`src/rtl/rst_sequencer.sv`:
```
// Reset release sequencer: holds all block resets for a minimum pulse, then
// releases them one at a time in index order, with optional soft-reset re-run.
module rst_sequencer #(
  parameter int NUM_OUT    = 3,
  parameter int PULSE_MIN  = 8,
  parameter int GAP_CYCLES = 4,
  parameter int CNT_W      = 4
) (
  input  logic               CLK,
  input  logic               RST,
  input  logic               Soft_Rst_Req,
  input  logic               Hold,
  output logic               Soft_Rst_Ack,
  output logic               Clk_En,
  output logic [NUM_OUT-1:0] Rst_Out,
  output logic               Rst_Done
);

  localparam int IDX_W = $clog2(NUM_OUT + 1);

  typedef enum logic [1:0] {
    ST_ASSERT  = 2'd0,
    ST_RELEASE = 2'd1,
    ST_RUN     = 2'd2
  } state_t;

  state_t             r_state;
  logic [CNT_W-1:0]   r_cnt;
  logic [IDX_W-1:0]   r_idx;
  logic [NUM_OUT-1:0] r_rst_out;
  logic               r_clk_en;
  logic               r_done;
  logic               r_ack;

  state_t             w_state_next;
  logic [CNT_W-1:0]   w_cnt_next;
  logic [IDX_W-1:0]   w_idx_next;
  logic [NUM_OUT-1:0] w_rst_out_next;
  logic               w_clk_en_next;
  logic               w_done_next;
  logic               w_ack_next;
  logic [NUM_OUT-1:0] w_released;
  logic               w_soft_take;

  // Bits are released strictly in order, so the next pattern is a shift-in of a 1.
  assign w_released  = (r_rst_out << 1) | NUM_OUT'(1);
  assign w_soft_take = Soft_Rst_Req && ((r_state == ST_RELEASE) || (r_state == ST_RUN));

  always_ff @(posedge CLK) begin
    if (!RST) begin
      r_state   <= ST_ASSERT;
      r_cnt     <= '0;
      r_idx     <= '0;
      r_rst_out <= '0;
      r_clk_en  <= 1'b0;
      r_done    <= 1'b0;
      r_ack     <= 1'b0;
    end else begin
      r_state   <= w_state_next;
      r_cnt     <= w_cnt_next;
      r_idx     <= w_idx_next;
      r_rst_out <= w_rst_out_next;
      r_clk_en  <= w_clk_en_next;
      r_done    <= w_done_next;
      r_ack     <= w_ack_next;
    end
  end

  always_comb begin
    w_state_next   = r_state;
    w_cnt_next     = r_cnt;
    w_idx_next     = r_idx;
    w_rst_out_next = r_rst_out;
    w_clk_en_next  = r_clk_en;
    w_done_next    = r_done;
    w_ack_next     = 1'b0;

    // A soft request preempts both Hold and any release due on this edge.
    if (w_soft_take) begin
      w_state_next   = ST_ASSERT;
      w_cnt_next     = '0;
      w_idx_next     = '0;
      w_rst_out_next = '0;
      w_done_next    = 1'b0;
      w_ack_next     = 1'b1;
    end else begin
      case (r_state)
        ST_ASSERT: begin
          w_clk_en_next = 1'b1;
          if (r_cnt == CNT_W'(PULSE_MIN)) begin
            w_rst_out_next = w_released;
            w_idx_next     = IDX_W'(1);
            w_cnt_next     = '0;
            if (NUM_OUT == 1) begin
              w_state_next = ST_RUN;
              w_done_next  = 1'b1;
            end else begin
              w_state_next = ST_RELEASE;
            end
          end else begin
            w_cnt_next = r_cnt + 1'b1;
          end
        end
        ST_RELEASE: begin
          if (!Hold) begin
            if (r_cnt == CNT_W'(GAP_CYCLES - 1)) begin
              w_rst_out_next = w_released;
              w_cnt_next     = '0;
              w_idx_next     = r_idx + 1'b1;
              if (r_idx == IDX_W'(NUM_OUT - 1)) begin
                w_done_next  = 1'b1;
                w_state_next = ST_RUN;
              end
            end else begin
              w_cnt_next = r_cnt + 1'b1;
            end
          end
        end
        ST_RUN: begin
          w_state_next = ST_RUN;
        end
        default: begin
          w_state_next   = ST_ASSERT;
          w_cnt_next     = '0;
          w_idx_next     = '0;
          w_rst_out_next = '0;
          w_done_next    = 1'b0;
        end
      endcase
    end
  end

  assign Soft_Rst_Ack = r_ack;
  assign Clk_En       = r_clk_en;
  assign Rst_Out      = r_rst_out;
  assign Rst_Done     = r_done;

endmodule
```
`config.mk`:
```
export PLATFORM = sky130hd
export DESIGN_NAME = rst_sequencer
export DESIGN_NICKNAME = d
export VERILOG_FILES = /design/src/rtl/rst_sequencer.sv
export SDC_FILE = /design/constraint.sdc
export NUM_CORES = 1
export LEC_CHECK = 0
export ABC_CLOCK_PERIOD_IN_PS = 1700
export CAP_MARGIN = 15
export CORE_UTILIZATION = 46
export CTS_CLUSTER_DIAMETER = 80
export DETAILED_ROUTE_END_ITERATION = 6
export PLACE_DENSITY = 0.73
export SYNTH_ARGS = -nofsm -noshare
export SYNTH_HDL_FRONTEND = slang
export SYNTH_SLANG_ARGS = --single-unit
```
`constraint.sdc`:
```
create_clock -name CLK -period 1.7 [get_ports CLK]
set_clock_uncertainty 0.05 [all_clocks]
set_input_delay 0.34 -clock CLK [delete_from_list [all_inputs] [get_ports CLK]]
set_output_delay 0.34 -clock CLK [all_outputs]
set_load 0.03 [all_outputs]
```
Word level (Yosys, flattened, before mapping)
Cells that the tools add are included.

Output and inout port bits: 6. Input port bits: 4. Word-level logic and storage cells: 53. Register bits after elaboration: 14.

Muxes and demuxes: 21. Eq/ne operators: 9. Reduce and logical (&&, ||, !) cells: 10. Bitwise logic cells: 4. Add/subtract/negate cells: 2.

Operator list (count): 2-to-1 mux 2 bit (6); 2-to-1 mux 4 bit (3); one-hot mux 2 bit (3 select lines) (2); one-hot mux 4 bit (3 select lines) (1); AND reduction 4 bit (3); 2-to-1 mux 3 bit (3); one-hot mux 3 bit (3 select lines) (1); adder 4 x 1 -> 4 bit, second input constant (1); equality test 2 bit, second input constant (2); equality test 4 x 2 -> 1 bit, second input constant (1); equality test 4 bit, second input constant (1); 2-to-1 mux 1 bit (4); inequality test 2 x 1 -> 1 bit, second input constant (2); inequality test 2 bit, second input constant (2); NOT 1 bit (4); AND reduction 2 bit (2); OR reduction 2 bit (2); adder 2 x 1 -> 2 bit, second input constant (1); equality test 2 x 1 -> 1 bit, second input constant (1); zero test 2 bit (1); one-hot mux 1 bit (2 select lines) (1); logical AND 1 bit (1); logical OR 1 bit (1).

Logic depth before layout (Yosys ltp)
Word-level depth: 5. Depth in mapped cells: 7. Depth with buffers taken out: 6.

Worst setup path before layout
No wires, ideal clock.

Path type: flip-flop to flip-flop. From: reg r_state[0]. To: reg r_idx[0]. Slack: -56 ps. Arrival: 1573 ps. Path buffers: 1. Setup time: 133 ps. Required time: 1517 ps. Cell stages (with the launch flop): 8. Clock period less this slack: 1756 ps. Cells stage by stage: dfxtp_1 inv_1 ha_1 nor4b_2 nor3_1 buf_2 a2111oi_0 nor3b_1.

Word-level cells in the longest chain between the ends: 4. Elaborated cells on any way between the ends: 12. Classes of those cells: eq/ne (5); mux (1); bitwise (1); reduce/logical (5).

Ends and longest elaborated chain: from (decl) (RTL line 27) `state_t r_state;`; from (signal assigned) (RTL line 59) `r_state <= w_state_next;`; parallel branches: the longest is 4 deep, another holds AND reduction 4 bit; to (signal assigned) (RTL line 61) `r_idx <= w_idx_next;`; to (decl) (RTL line 29) `logic [IDX_W-1:0] r_idx;`.

Parallel ways; which one is timed is not known. A chain may end at the register's enable or synchronous reset.

Worst setup path in the final report
From: reg r_state[0]. To: reg r_idx[1].

The elaborated chain is that of the path after synthesis.

==> impl_metrics.tcl <==
set metrics [dict create \
    synth_unique_cells 29 \
    worstSetupEndpointType "register" \
    areaGrowthSynthToFinish_pct 51.8 \
    violations "negative setup slack" \
    coreArea_um2 1370 \
    cts_tree "built" \
    syn_avg_cell_area_um2 8.68 \
    insertion_delay_ns 0.28 \
    gr-total-overflow 0 \
    final_nets 123 \
    timing.critical_path.from "r_state[0]$_SDFFE_PP0P_" \
    fmax_ghz 0.566 \
    netlist_instances 82 \
    final-max-slew-violation-count 0 \
    peakVddDrop_mv 0.468 \
    antenna_found_initial 0 \
    vias 718 \
    worstSetupPathType "reg2reg" \
    setup_total_negative_slack_ns -0.228 \
    min_from "Clk_En$_SDFFE_PN0P_" \
    detailedRoute.firstIterationViolations 15 \
    io-pin-count 10 \
    drtAntennaViolNets 0 \
    cts_root_buf "sky130_fd_sc_hd__clkbuf_4" \
    post_drt_via_cell_ratio 5.65 \
    first_global_vias 644 \
    mappedNetlistArea_um2 712 \
    worst-slew-pin-transition_ns 0.410 \
    cellPowerDensity_nw_per_um2 611 \
    cts_setup_buffers 0 \
    syn-num-nets 92 \
    globalRouteTotalUtil_pct 23.8 \
    antenna_cells 0 \
    die_w_um 41.3 \
    tmin_final_ns 1.77 \
    fill_cells 97 \
    detailedRoute.firstPassIterationCount 4 \
    post_cts_hold_buffer_count 0 \
    drv_cap 0 \
    stdcell_count 127 \
    timing.final.ws_setup_ns -0.0656 \
    detail_route.wl_per_cell_um 14.6 \
    placed_cells 123 \
    cts-buffers-inserted 3 \
    synth_ff_type "sky130_fd_sc_hd__dfxtp_1" \
    crit_arrival_ns 1.94 \
    rows 13 \
    postSynthRegisterBits 14 \
    netlist.area_leader.share_pct 39.4 \
    report.final.hold_viol_count 0 \
    rsz0062_at_grt "true" \
    drt_wl_total_mm 1.85 \
    critical_path_required_ns 1.87 \
    netlist.top_cell.by_area "sky130_fd_sc_hd__dfxtp_1" \
    clock_sinks 14 \
    drive_gt1_share_pct 36.6 \
    drc_errors 0 \
    die_y_um 41.3 \
    cts_max_level 1 \
    timing.hold.worst.class "reg2reg" \
    die_area_um2 1710 \
    critPathLaunchType "register" \
    timing.critical_path.fanout_max 3 \
    r2r_start "r_state[0]$_SDFFE_PP0P_" \
    worst_slew_margin_rel_pct 72.6 \
    io_buffers 9 \
    postSynth.asyncResetShare_pct 0 \
    clockBufferDepth 2 \
    place_hpwl_mm 1.24 \
    post_route_fraction_of_the_period_consumed_by_the_critical_path_pct 104 \
    synth_top_cells_by_area "sky130_fd_sc_hd__dfxtp_1 (39%), sky130_fd_sc_hd__ha_1 (11%), sky130_fd_sc_hd__a21oi_1 (6.3%)" \
    worst_setup_hold_path_clk_slew_ns 0.09 \
    gp_routability_congestion 0.771 \
    grt_pass1_wl_mm 2.62 \
    finalSetupViolCount 10 \
    outcome "finished with violations" \
    synth_enable_flop_cells 0 \
    floorplan.initialDensity_pct 52.1 \
    yosysSeqAreaShare_pct 39.4 \
    total_leakage_power_nw 0.480 \
    maximum_number_of_pins_on_one_net_before_global_route_repair 9 \
    yosys_warnings 0 \
]
[cell type report]
cell class	count	area (um2)	share of cell area, %
multi-input cells	60	472	43.6
flip-flops and latches	14	288	26.6
repair buffers	28	241	22.3
clock buffers	4	36.3	3.36
inverters	6	25.0	2.31
well taps	15	18.8	1.74
[through the flow]
stage / cell area (um2) / power (mW) / setup slack [ns] / util (%) / hold WS, ns
floorplan: 718 / 0.382 / 0.0300 / - / 0.408
global placement: 961 / 0.415 / -0.0271 / 70.3 / 0.394
detailed placement: 961 / 0.417 / -0.0579 / 70.3 / 0.398
CTS: 1010 / 0.657 / 0.000818 / 74.3 / 0.424
global route: 1080 / 0.680 / -0.139 / 79.1 / 0.445
finish: 1080 / 0.660 / -0.0656 / 79.1 / 0.416
[kinds of logic after synthesis]
logic type / after synthesis / share of synthesized area [%]
AOI/OAI and AO/OA: 22 / 18.3
adders and majority gates: 6 / 10.5
buffers and inverters: 8 / 4.39
DFF: 14 / 39.4
muxes: 2 / 2.81
and+or+nand+nor: 30 / 24.6
[per-layer routing]
metal | up-vias | global-route usage [%] | share of wire (%)
met1 | 334 | 25.5 | 42
li1 | 355 | - | -
met2 | 26 | 44.5 | 52
met4 | 0 | 9.68 | 0.97
met5 | - | 0 | 0
met3 | 3 | 5.32 | 5.2
[power breakdown]
| group | total, mW | internal (mW) | switching [mW] |
|---|---|---|---|
| combinational | 0.0695 | 0.0364 | 0.0332 |
| clock | 0.245 | 0.131 | 0.115 |
| sequential | 0.346 | 0.336 | 0.00914 |
| total | 0.660 | 0.503 | 0.157 |
[registers in the layout (all words and copies together), names as in the netlist]
name / count
Rst_Done: 1
Clk_En: 1
r_state: 2
r_idx: 2
Soft_Rst_Ack: 1
r_cnt: 4
Rst_Out: 3
[synthesized netlist by cell type (2+ instances only)]
cell type / count
sky130_fd_sc_hd__o21ai_1: 3
sky130_fd_sc_hd__nand2_1: 6
sky130_fd_sc_hd__ha_1: 6
sky130_fd_sc_hd__nor2_1: 5
sky130_fd_sc_hd__a21oi_1: 9
sky130_fd_sc_hd__nor4_1: 2
sky130_fd_sc_hd__mux2i_1: 2
sky130_fd_sc_hd__o21a_1: 2
sky130_fd_sc_hd__o21ai_0: 4
sky130_fd_sc_hd__nand3_1: 6
sky130_fd_sc_hd__inv_1: 6
sky130_fd_sc_hd__dfxtp_1: 14
[layout by cell type, fill, tap and decap left out, types with 2 or more instances in the layout]
master,synthesis,final
sky130_fd_sc_hd__inv_1,6,4
sky130_fd_sc_hd__ha_1,6,4
sky130_fd_sc_hd__dfxtp_1,14,10
sky130_fd_sc_hd__clkbuf_4,0,3
sky130_fd_sc_hd__dfxtp_2,0,3
sky130_fd_sc_hd__nand3_1,6,6
sky130_fd_sc_hd__mux2i_1,2,2
sky130_fd_sc_hd__dlygate4sd2_1,0,2
sky130_fd_sc_hd__nand2_1,6,6
sky130_fd_sc_hd__buf_4,0,18
sky130_fd_sc_hd__nor2_1,5,4
sky130_fd_sc_hd__o21a_1,2,2
sky130_fd_sc_hd__dlymetal6s2s_1,0,3
sky130_fd_sc_hd__a21oi_2,0,2
sky130_fd_sc_hd__clkdlybuf4s50_1,0,4
sky130_fd_sc_hd__o21ai_0,4,4
sky130_fd_sc_hd__a21oi_1,9,7
sky130_fd_sc_hd__ha_4,0,2
sky130_fd_sc_hd__o21ai_1,3,3
[worst paths after layout]
| kind | end | slack (ns) | cells after the start |
|---|---|---|---|
| worst max-delay path | r_idx[1]$_SDFFE_PP0P_ | -0.07 | 6 |
| worst min-delay path | Clk_En$_SDFFE_PN0P_ | 0.42 | 1 |
| worst max register to register | r_idx[1]$_SDFFE_PP0P_ | -0.07 | 6 |
| worst min register to register | Clk_En$_SDFFE_PN0P_ | 0.42 | 1 |
[timing repair]
action / in CTS / in global routing
resized for setup: 6 / 20
pin swaps: 0 / 4
setup endpoints to repair: 11 / 13
[critical path: stages (launching register included)]
cell and delay (ns):
sky130_fd_sc_hd__dfxtp_4 0.39, sky130_fd_sc_hd__inv_4 0.04, sky130_fd_sc_hd__ha_4 0.17, sky130_fd_sc_hd__nor2_1 0.34
sky130_fd_sc_hd__nor3_4 0.10, sky130_fd_sc_hd__or4b_4 0.50, sky130_fd_sc_hd__a21oi_2 0.11
No activity file was read; power rests on OpenSTA's default activity.
